===== src/rtl/dct_pkg.sv =====
// Shared constants, cosine table and compute-FSM states for the 1-D DCT/IDCT pair.
package dct_pkg;

    localparam int COEF_W  = 12;  // signed coefficient width
    localparam int SAMP_W  = 8;   // signed sample width
    localparam int FRAC    = 12;  // fractional bits of the cosine constants
    localparam int CONST_W = 12;  // signed cosine constant width
    localparam int ACC_W   = 27;  // accumulator width, wide enough for 8 full-scale products

    typedef enum logic [1:0] {
        ST_IDLE = 2'd0,
        ST_MAC  = 2'd1,
        ST_HOLD = 2'd2
    } dct_state_e;

    // COS_TAB[n][k] = round(2^FRAC * C(k)/2 * cos((2n+1)k*pi/16)), C(0) = 1/sqrt2
    localparam logic signed [CONST_W-1:0] COS_TAB [8][8] = '{
        '{12'sd1448,  12'sd2009,  12'sd1892,  12'sd1703,  12'sd1448,  12'sd1138,  12'sd784,   12'sd400},
        '{12'sd1448,  12'sd1703,  12'sd784,  -12'sd400,  -12'sd1448, -12'sd2009, -12'sd1892, -12'sd1138},
        '{12'sd1448,  12'sd1138, -12'sd784,  -12'sd2009, -12'sd1448,  12'sd400,   12'sd1892,  12'sd1703},
        '{12'sd1448,  12'sd400,  -12'sd1892, -12'sd1138,  12'sd1448,  12'sd1703, -12'sd784,  -12'sd2009},
        '{12'sd1448, -12'sd400,  -12'sd1892,  12'sd1138,  12'sd1448, -12'sd1703, -12'sd784,   12'sd2009},
        '{12'sd1448, -12'sd1138, -12'sd784,   12'sd2009, -12'sd1448, -12'sd400,   12'sd1892, -12'sd1703},
        '{12'sd1448, -12'sd1703,  12'sd784,   12'sd400,  -12'sd1448,  12'sd2009, -12'sd1892,  12'sd1138},
        '{12'sd1448, -12'sd2009,  12'sd1892, -12'sd1703,  12'sd1448, -12'sd1138,  12'sd784,  -12'sd400}
    };

    // Cosine constant for output index n and frequency index k.
    function automatic logic signed [CONST_W-1:0] cos_coef(input logic [2:0] n, input logic [2:0] k);
        return COS_TAB[n][k];
    endfunction

endpackage


===== src/rtl/idct_mac.sv =====
// One signed multiply-accumulate step plus round-half-up and saturation of the running sum.
module idct_mac #(
    parameter int COEF_W = dct_pkg::COEF_W,
    parameter int SAMP_W = dct_pkg::SAMP_W,
    parameter int FRAC   = dct_pkg::FRAC
) (
    input  logic signed [COEF_W-1:0]          coef_in,
    input  logic signed [dct_pkg::CONST_W-1:0] cos_in,
    input  logic signed [dct_pkg::ACC_W-1:0]   acc_in,
    output logic signed [dct_pkg::ACC_W-1:0]   acc_out,
    output logic signed [SAMP_W-1:0]           samp_out
);
    import dct_pkg::*;

    localparam int PROD_W = COEF_W + CONST_W;
    localparam logic signed [ACC_W-1:0] RND_C  = {{(ACC_W-1){1'b0}}, 1'b1} << (FRAC-1);
    localparam logic signed [ACC_W-1:0] SAT_HI = {{(ACC_W-SAMP_W+1){1'b0}}, {(SAMP_W-1){1'b1}}};
    localparam logic signed [ACC_W-1:0] SAT_LO = {{(ACC_W-SAMP_W+1){1'b1}}, {(SAMP_W-1){1'b0}}};

    logic signed [PROD_W-1:0] prod_s;
    logic signed [ACC_W-1:0]  prod_ext_s;
    logic signed [ACC_W-1:0]  rnd_s;
    logic signed [ACC_W-1:0]  shift_s;

    // Multiply, accumulate, then round the new sum and clamp it to the sample range.
    always_comb begin
        prod_s     = coef_in * cos_in;
        prod_ext_s = {{(ACC_W-PROD_W){prod_s[PROD_W-1]}}, prod_s};
        acc_out    = acc_in + prod_ext_s;
        rnd_s      = acc_out + RND_C;
        shift_s    = rnd_s >>> FRAC;
        if (shift_s > SAT_HI) begin
            samp_out = SAT_HI[SAMP_W-1:0];
        end else if (shift_s < SAT_LO) begin
            samp_out = SAT_LO[SAMP_W-1:0];
        end else begin
            samp_out = shift_s[SAMP_W-1:0];
        end
    end

endmodule


===== src/rtl/idct_1d.sv =====
// 8-point 1-D IDCT: ping-pong coefficient buffers feeding a single serial MAC,
// one sample produced every 8 cycles with a valid/ready output register.
module idct_1d #(
    parameter int COEF_W = dct_pkg::COEF_W,
    parameter int SAMP_W = dct_pkg::SAMP_W,
    parameter int FRAC   = dct_pkg::FRAC
) (
    input  logic                     clk,
    input  logic                     rst_n,
    input  logic                     ena_in,
    output logic                     rdy_out,
    input  logic signed [COEF_W-1:0] S_in,
    output logic                     ena_out,
    input  logic                     rdy_in,
    output logic signed [SAMP_W-1:0] a_out
);
    import dct_pkg::*;

    logic signed [COEF_W-1:0]  buf_q [2][8];
    logic signed [COEF_W-1:0]  buf_d [2][8];
    logic                      fill_sel_q, fill_sel_d;   // index of the buffer being filled
    logic [3:0]                fill_cnt_q, fill_cnt_d;
    logic                      rdy_out_q, rdy_out_d;
    dct_state_e                state_q, state_d;
    logic [2:0]                n_q, n_d, k_q, k_d;
    logic signed [ACC_W-1:0]   acc_q, acc_d;
    logic signed [SAMP_W-1:0]  hold_q, hold_d;           // finished sample waiting for the output register
    logic signed [SAMP_W-1:0]  a_out_q, a_out_d;
    logic                      ena_out_q, ena_out_d;

    logic                      accept_s, out_take_s, out_free_s, fill_full_s;
    logic                      swap_s, release_s, load_s;
    logic signed [SAMP_W-1:0]  load_val_s;
    logic signed [COEF_W-1:0]  mac_coef_s;
    logic signed [CONST_W-1:0] mac_cos_s;
    logic signed [ACC_W-1:0]   mac_acc_s;
    logic signed [SAMP_W-1:0]  mac_samp_s;

    idct_mac #(
        .COEF_W (COEF_W),
        .SAMP_W (SAMP_W),
        .FRAC   (FRAC)
    ) u_mac (
        .coef_in  (mac_coef_s),
        .cos_in   (mac_cos_s),
        .acc_in   (acc_q),
        .acc_out  (mac_acc_s),
        .samp_out (mac_samp_s)
    );

    // Handshake qualifiers and MAC operand selection from the compute buffer.
    always_comb begin
        accept_s    = ena_in & rdy_out_q;
        out_take_s  = ena_out_q & rdy_in;
        out_free_s  = ~ena_out_q | rdy_in;
        fill_full_s = (fill_cnt_q == 4'd8);
        mac_coef_s  = buf_q[~fill_sel_q][k_q];
        mac_cos_s   = cos_coef(n_q, k_q);
    end

    // Compute FSM: serial MAC over k, output load or hold, row release and buffer swap.
    always_comb begin
        state_d    = state_q;
        n_d        = n_q;
        k_d        = k_q;
        acc_d      = acc_q;
        hold_d     = hold_q;
        a_out_d    = a_out_q;
        ena_out_d  = out_take_s ? 1'b0 : ena_out_q;
        load_s     = 1'b0;
        load_val_s = mac_samp_s;
        release_s  = 1'b0;
        case (state_q)
            ST_IDLE: begin
                if (fill_full_s) begin
                    state_d = ST_MAC;
                    n_d     = 3'd0;
                    k_d     = 3'd0;
                    acc_d   = '0;
                end else begin
                    state_d = ST_IDLE;
                end
            end
            ST_MAC: begin
                if (k_q != 3'd7) begin
                    acc_d = mac_acc_s;
                    k_d   = k_q + 3'd1;
                end else begin
                    acc_d = '0;
                    if (out_free_s) begin
                        load_s     = 1'b1;
                        load_val_s = mac_samp_s;
                    end else begin
                        state_d = ST_HOLD;
                        hold_d  = mac_samp_s;
                    end
                end
            end
            ST_HOLD: begin
                if (out_take_s) begin
                    load_s     = 1'b1;
                    load_val_s = hold_q;
                end else begin
                    state_d = ST_HOLD;
                end
            end
            default: begin
                state_d = ST_IDLE;
            end
        endcase

        if (load_s) begin
            a_out_d   = load_val_s;
            ena_out_d = 1'b1;
            k_d       = 3'd0;
            if (n_q == 3'd7) begin
                release_s = 1'b1;
                n_d       = 3'd0;
                state_d   = fill_full_s ? ST_MAC : ST_IDLE;
            end else begin
                n_d     = n_q + 3'd1;
                state_d = ST_MAC;
            end
        end else begin
            a_out_d = a_out_q;
        end

        swap_s = fill_full_s & ((state_q == ST_IDLE) | release_s);
    end

    // Fill-side bookkeeping: store accepted coefficients, flip buffers on swap.
    always_comb begin
        buf_d      = buf_q;
        fill_sel_d = fill_sel_q;
        fill_cnt_d = fill_cnt_q;
        if (swap_s) begin
            fill_sel_d = ~fill_sel_q;
            if (accept_s) begin
                buf_d[~fill_sel_q][3'd0] = S_in;
                fill_cnt_d               = 4'd1;
            end else begin
                fill_cnt_d = 4'd0;
            end
        end else if (accept_s) begin
            buf_d[fill_sel_q][fill_cnt_q[2:0]] = S_in;
            fill_cnt_d                         = fill_cnt_q + 4'd1;
        end else begin
            fill_cnt_d = fill_cnt_q;
        end
        rdy_out_d = (fill_cnt_d != 4'd8);
    end

    // State registers with asynchronous active-low reset.
    always_ff @(posedge clk or negedge rst_n) begin
        if (!rst_n) begin
            buf_q      <= '{default: '0};
            fill_sel_q <= 1'b0;
            fill_cnt_q <= 4'd0;
            rdy_out_q  <= 1'b0;
            state_q    <= ST_IDLE;
            n_q        <= 3'd0;
            k_q        <= 3'd0;
            acc_q      <= '0;
            hold_q     <= '0;
            a_out_q    <= '0;
            ena_out_q  <= 1'b0;
        end else begin
            buf_q      <= buf_d;
            fill_sel_q <= fill_sel_d;
            fill_cnt_q <= fill_cnt_d;
            rdy_out_q  <= rdy_out_d;
            state_q    <= state_d;
            n_q        <= n_d;
            k_q        <= k_d;
            acc_q      <= acc_d;
            hold_q     <= hold_d;
            a_out_q    <= a_out_d;
            ena_out_q  <= ena_out_d;
        end
    end

    assign rdy_out = rdy_out_q;
    assign ena_out = ena_out_q;
    assign a_out   = a_out_q;

endmodule


===== config.mk =====
export PLATFORM = sky130hd
export DESIGN_NAME = idct_1d
export DESIGN_NICKNAME = d
export VERILOG_FILES = /design/src/rtl/dct_pkg.sv /design/src/rtl/idct_mac.sv /design/src/rtl/idct_1d.sv
export SDC_FILE = /design/constraint.sdc
export NUM_CORES = 1
export LEC_CHECK = 0
export ABC_AREA = 1
export CORE_ASPECT_RATIO = 1.1
export CORE_MARGIN = 4
export CORE_UTILIZATION = 60
export CTS_CLUSTER_SIZE = 14
export DETAILED_ROUTE_END_ITERATION = 7
export PLACE_DENSITY = 0.73
export REMOVE_ABC_BUFFERS = 1
export SLEW_MARGIN = 15
export SYNTH_ARGS = -nofsm -noshare
export SYNTH_HDL_FRONTEND = slang
export SYNTH_SLANG_ARGS = --single-unit

===== constraint.sdc =====
create_clock -name clk -period 8.73 [get_ports clk]
set_clock_uncertainty 0.05 [all_clocks]
set_input_delay 0.873 -clock clk [delete_from_list [all_inputs] [get_ports clk]]
set_output_delay 0.873 -clock clk [all_outputs]
set_load 0.1 [all_outputs]

Word-level counts from Yosys, hierarchy flattened

Memory sizes are Yosys's and may differ from the RTL's.
Cells that the tools add are included.

Bitwise logic cells: 14
Shift operators: 0
Multiplexer cells: 54
Reduce and logical (&&, ||, !) cells: 14
Eq/ne operators: 12
Divide/modulo/power cells: 0
Multipliers: 1
Add/sub/neg operators: 5
$lt $le $gt $ge: 10

Operator list:

| kind                                                     | count |
|---|---|
| 2-to-1 mux 96 bit                                        | 7 |
| 2-to-1 mux 192 bit                                       | 3 |
| bitwise mux 192 bit                                      | 2 |
| demux 96 bit (select 1 bit)                              | 2 |
| binary-select mux 12 bit (select 3 bit)                  | 2 |
| 2-to-1 mux 12 bit                                        | 5 |
| 2-to-1 mux 27 bit                                        | 2 |
| case mux 27 bit (2 select lines)                         | 1 |
| demux 12 bit (select 3 bit)                              | 1 |
| 2-to-1 mux 8 bit                                         | 4 |
| adder 27 x 13 -> 27 bit, second input constant           | 1 |
| adder 27 x 24 -> 27 bit                                  | 1 |
| multiplier 12 x 12 -> 24 bit                             | 1 |
| 2-to-1 mux 3 bit                                         | 6 |
| inequality test 3 bit, second input constant             | 6 |
| > comparator 15 x 8 -> 1 bit, second input constant      | 1 |
| < comparator 15 x 8 -> 1 bit, second input constant      | 1 |
| greater-or-equal comparator 4 bit, second input constant | 3 |
| NOT 3 -> 4 bit                                           | 3 |
| 2-to-1 mux 2 bit                                         | 5 |
| 2-to-1 mux 1 bit                                         | 9 |
| AND reduction 3 bit                                      | 3 |
| 2-to-1 mux 4 bit                                         | 2 |
| nonzero test 2 bit                                       | 4 |
| 22 further kinds                                         | 35 |

Bits in registers: 250
Latch bits: 0
RAM bits: 0
Input bits: 16
Memories: 1
Memory bits (read-only): 768
Output and inout port bits: 10
Word-level logic and storage cells: 137

Memories:

| memory          | words | width | rd ports | clocked after Yosys merged registers in | wr ports | RTL line      | source |
|---|---|---|---|---|---|---|---|
| (no name shown) | 8     | 96    | 1        | 0                                       | 0        | dct_pkg.sv:30 | `return COS_TAB[n][k];` |

Longest topological paths before layout

Depth in word-level cells: 16
Depth in mapped cells: 47

Modules after synthesis

A second synthesis with hierarchy kept.

Cells, all modules: 2718
Area, all modules: 20798.7 µm²

By module, submodules not included:

| module   | seq. area each (µm²) | instances | area each (µm²) | cells each |
|---|---|---|---|---|
| idct_1d  | 6256.0               | 1         | 12732.2         | 1633 |
| idct_mac | 0.0                  | 1         | 8066.5          | 1085 |

Worst setup path before layout

No wires, ideal clock.

Path type: register to register
Start: register k_q[0]
End: register a_out_q[4], in the netlist a_out[4]
Path slack: 1.196 ns
Clock period less this slack: 7.534 ns
Stages on the path, launching flop included: 39
Required time: 8.560 ns
Data arrival time: 7.364 ns
Setup time: 0.120 ns
Cells stage by stage: dfrtp_1 > buf_2 > inv_1 > clkbuf_1 > buf_1 > a21oi_1 > a32o_1 > o2111ai_1 > nand2_1 > nor2_1 > inv_1 > fa_1 > fa_1 > fa_1 > inv_1 > fa_1 > fa_1 > ha_1 > [... 3 more ...] > nand2_1 > nor2_1 > nand3b_1 > nand3_1 > nand2_1 > nand2_1 > nand2_1 > nor2_2 > nand4_1 > nand2_1 > inv_1 > nor2_1 > nand3_1 > nand2_2 > buf_6 > nand3_1 > nand2_1 > nand2_1

Word-level cells in the longest chain between the ends: 12
Elaborated cells between the ends (all ways): 19

Ends and longest elaborated chain:

| item                                                              | RTL line                     | source |
|---|---|---|
| start, declared                                                   | idct_1d.sv:25                | `logic [2:0] n_q, n_d, k_q, k_d;` |
| start signal, assigned                                            | idct_1d.sv:174               | `k_q <= k_d;` |
| NOT 3 -> 4 bit                                                    | dct_pkg.sv:30, idct_1d.sv:57 |  |
| binary-select mux 12 bit (select 3 bit), on equally long branches | idct_1d.sv:57, dct_pkg.sv:30 |  |
| 2-to-1 mux 12 bit, on equally long branches (2 in a row)          | idct_1d.sv:57, dct_pkg.sv:30 |  |
| multiplier 12 x 12 -> 24 bit                                      | idct_mac.sv:27               | `prod_s = coef_in * cos_in;` |
| adder 27 x 24 -> 27 bit                                           | idct_mac.sv:29               | `acc_out = acc_in + prod_ext_s;` |
| adder 27 x 13 -> 27 bit                                           | idct_mac.sv:30               | `rnd_s = acc_out + RND_C;` |
| < comparator 15 x 8 -> 1 bit                                      | idct_mac.sv:34               | `end else if (shift_s < SAT_LO) begin` |
| 2-to-1 mux 8 bit                                                  | idct_mac.sv:34               |  |
| 2-to-1 mux 8 bit                                                  | idct_mac.sv:32               | `if (shift_s > SAT_HI) begin` |
| 2-to-1 mux 8 bit                                                  | idct_1d.sv:100               | `if (out_take_s) begin` |
| 2-to-1 mux 8 bit                                                  | -                            |  |
| end signal, assigned                                              | idct_1d.sv:177               | `a_out_q <= a_out_d;` |
| end, declared                                                     | idct_1d.sv:28                | `logic signed [SAMP_W-1:0] a_out_q, a_out_d;` |

Several ways; a longest one is shown, not always the timed one. The select of a mux whose other input is x is not followed.
A chain may end at the register's enable or synchronous reset.

Worst setup path after layout

Start: register n_q[0]
End: register a_out_q[5], in the netlist a_out[5]

Word-level cells in the longest chain between the ends: 15
Elaborated cells between the ends (all ways): 16

Ends and longest elaborated chain:

| item                                                     | RTL line       | source |
|---|---|---|
| start, declared                                          | idct_1d.sv:25  |  |
| start signal, assigned                                   | idct_1d.sv:173 | `n_q <= n_d;` |
| NOT 3 -> 4 bit (implied by the code) (*)                 | dct_pkg.sv:30  |  |
| memory read (8 x 96 bit) (*)                             | -              |  |
| 2-to-1 mux 96 bit (implied by the code) (*) (2 in a row) | dct_pkg.sv:30  |  |
| binary-select mux 12 bit (select 3 bit) (*)              | dct_pkg.sv:30  |  |
| 2-to-1 mux 12 bit (implied by the code) (*) (2 in a row) | dct_pkg.sv:30  |  |
| multiplier 12 x 12 -> 24 bit (*)                         | idct_mac.sv:27 |  |
| adder 27 x 24 -> 27 bit (*)                              | idct_mac.sv:29 |  |
| adder 27 x 13 -> 27 bit (*)                              | idct_mac.sv:30 |  |
| < comparator 15 x 8 -> 1 bit                             | idct_mac.sv:34 |  |
| 2-to-1 mux 8 bit                                         | idct_mac.sv:34 |  |
| 2-to-1 mux 8 bit (*)                                     | idct_mac.sv:32 |  |
| 2-to-1 mux 8 bit                                         | idct_1d.sv:100 |  |
| 2-to-1 mux 8 bit (*)                                     | -              |  |

Every way passes the cells marked *; elsewhere a longest branch is shown, timed or not. The select of a mux whose other input is x is not followed.

==> flow_metrics.py <==
metrics = {
    "run_status": {
        "status": "complete, no violations",
    },
    "finish": {
        "final_area_um2": 21140,
        "nFillCells": 2725,
        "postLayoutCoreUtil": 0.6678,
        "area.sequential_um2": 6261,
        "multi_input_area_um2": 11400,
        "n_antenna_cell": 0,
        "nNetsFinal": 2699,
        "area_growth_pct": 8.847,
        "drive_gt1_frac": 0.06516,
    },
    "timing": {
        "maxSlewHeadroom": 0.2196,
        "setup_violations": 0,
        "rsz0062_at_grt": "no",
        "finalCritPeriodShare": 0.9229,
        "finalHoldViolCount": 0,
        "drv_slew": 0,
        "min_period_ps": 8057,
        "tightest_slew_ps": 1168,
        "tns_ps": 0,
        "max_freq_mhz": 124.1,
    },
    "floorplanning": {
        "core-area_um2": 31650,
        "initial_core_util": 0.6135,
        "dieWidth_um": 179.5,
        "io-pin-count": 26,
        "rows": 68,
        "die-area_um2": 35310,
        "die_y_um": 196.7,
    },
    "synth": {
        "synth-edff-count": 0,
        "synth_area_um2": 19420,
        "yosys.area.top_type_share": 0.3222,
        "yosysWarnings": 0,
        "postSynthCellCount": 2435,
        "synth_ff_type": "dfrtp_1",
        "ys_seq_area_frac": 0.3222,
        "synth_largest_area_cell": "dfrtp_1",
        "ys_top_cells_by_count": "nand2_1, inv_1, o21ai_0",
        "synth_cell_types": 41,
        "synth-async-reset-ratio": 1.000,
        "synth_area_per_cell_um2": 7.974,
        "yosysMostFrequentCell": "nand2_1",
        "ys_seq_elements": 250,
        "synth_area_leaders": "dfrtp_1, fa_1, nand2_1",
    },
    "detailed_routing": {
        "viasPerCell": 5.707,
        "met3_wirelength_mm": 3.826,
        "wl_met2_mm": 23.86,
        "vias": 16320,
        "wire_per_inst_um": 18.44,
        "drt-met1-wl_mm": 23.83,
        "ant_nets": 0,
        "wirelength_mm": 52.74,
        "drt_pass1_iterations": 6,
        "remaining_drc_errors": 0,
        "dr.first_iter.drc_count": 1758,
        "dr.max_layer_used": "met4",
    },
    "worst_setup_path": {
        "r2r_start": "n_q[0]",
        "critical_path_class": "flip-flop to flip-flop",
        "end_kind": "flip-flop",
        "cp-start-kind": "flip-flop",
        "reg2regPathDepth": 38,
        "cp-startpoint": "n_q[0]",
        "reg2reg_to": "a_out[5]",
        "cpPeakStageDelay_ps": 540,
        "worstPathArrival_ps": 8450,
        "cp.required_ps": 9120,
        "crit_path_frequent_cell": "inv_1",
        "crit_fanout": 14,
        "cpMaxStageDelayCell": "fa_1",
        "r2r_slack_ps": 670,
    },
    "global_routing": {
        "grt_max_degree": 168,
        "grt_pass1_wl_mm": 86.82,
        "antenna_found_initial": 0,
        "grt.total_usage": 0.3027,
        "grt_pass1_vias": 16510,
        "grt_overflow_total": 0,
    },
    "clock_network": {
        "numCtsBuffers": 28,
        "clock_latency_ps": 590,
        "cts_tree": "built",
        "clk_pin_slew_ps": 60,
        "h-tree-depth": 1,
        "clockBufferDepth": 3,
        "cts-root-buf": "clkbuf_16",
        "cts.sinks": 250,
        "cts_hold_buffers": 0,
    },
    "placed_design": {
        "port_buffers": 25,
        "placed_cell_area_um2": 20110,
        "place_congestion": 0.9933,
        "dp_hpwl_mm": 37.57,
    },
    "min_path": {
        "worstHoldPathType": "input port to async pin",
    },
    "flow_run": {
        "drv_cap": 0,
    },
}
-- worst max-delay path by stage --
stage / cells past startpoint / end / slack, ps
2_1_floorplan: 36 / a_out[0] / -820
3_3_place_gp: 40 / a_out[4] / 80
3_5_place_dp: 39 / a_out[5] / -20
4_1_cts: 39 / a_out[5] / 210
5_1_grt: 38 / a_out[5] / 30
6_report: 38 / a_out[5] / 670
-- cell usage in the layout, fill, tap and decap left out, types with 27 or more instances in the layout --
cell type and instances:
nand2_1 599, inv_1 340, o21ai_0 282, dfrtp_1 246
nor2_1 224, fa_1 176, ha_1 89, nand3_1 63
a21oi_1 62, buf_4 36, clkbuf_16 28, o21a_1 27
-- sequential cells by signal, indices dropped and copies added (netlist names) --
register	cells
state_q	2
n_q	3
k_q	3
fill_cnt_q	4
rdy_out	1
hold_q	8
buf_q	192
a_out	8
fill_sel_q	1
acc_q	27
ena_out	1
-- stage by stage --
stage | hold slack, ps | worst slack (ps) | instances
after detailed placement | 415.2 | -23.83 | 2806
final | 224.7 | 672.8 | 2860
after CTS | 248.3 | 206.5 | 2858
after global placement | 410.9 | 77.36 | 2806
after floorplan | 395.1 | -816.3 | 2321
after global routing | 278.0 | 30.80 | 2860
-- layout make-up --
cell class | instances | area share
Tap cell | 420 | 0.02486
Inverter | 359 | 0.06429
Clock buffer | 40 | 0.03955
Multi-Input combinational cell | 1712 | 0.5395
Sequential cell | 250 | 0.2962
Timing Repair Buffer | 67 | 0.02972
Clock inverter | 12 | 0.005802
-- metal layers --
| layer | vias to the layer above | global-route usage |
|---|---|---|
| li1 | 7676 | - |
| met1 | 7971 | 0.4506 |
| met2 | 582 | 0.4719 |
| met3 | 92 | 0.04319 |
| met4 | 0 | 0.08411 |
| met5 | - | 0 |
-- critical path: cells and delay by family, from the launching register on --
kind | cells | cell delay (ps)
AND/OR/NAND/NOR | 16 | 1940
adder cells (fa/ha/maj) | 9 | 3800
flip-flops | 1 | 470
AO/OA/AOI/OAI | 4 | 750
buffers and inverters | 9 | 900
-- what timing repair did --
action | 4_1_cts | 5_1_grt
gates resized for setup | 1 | 23
pin swaps | 0 | 1
setup buffers | 0 | 2
cloned | 0 | 0
endpoints found under the hold margin | 0 | 0
setup endpoints to repair | 11 | 15
-- cells by family after synthesis --
family / after synthesis / share of synthesized area
AND/OR/NAND/NOR: 961 / 0.1989
buffers and inverters: 473 / 0.09234
flip-flops: 250 / 0.3222
XOR/XNOR: 17 / 0.007668
adder cells (fa/ha/maj): 265 / 0.2388
AO/OA/AOI/OAI: 469 / 0.1401
Power is left out: the tool's default activity adds up to more than one toggle a clock period on the data nets, which glitch-free logic cannot reach.
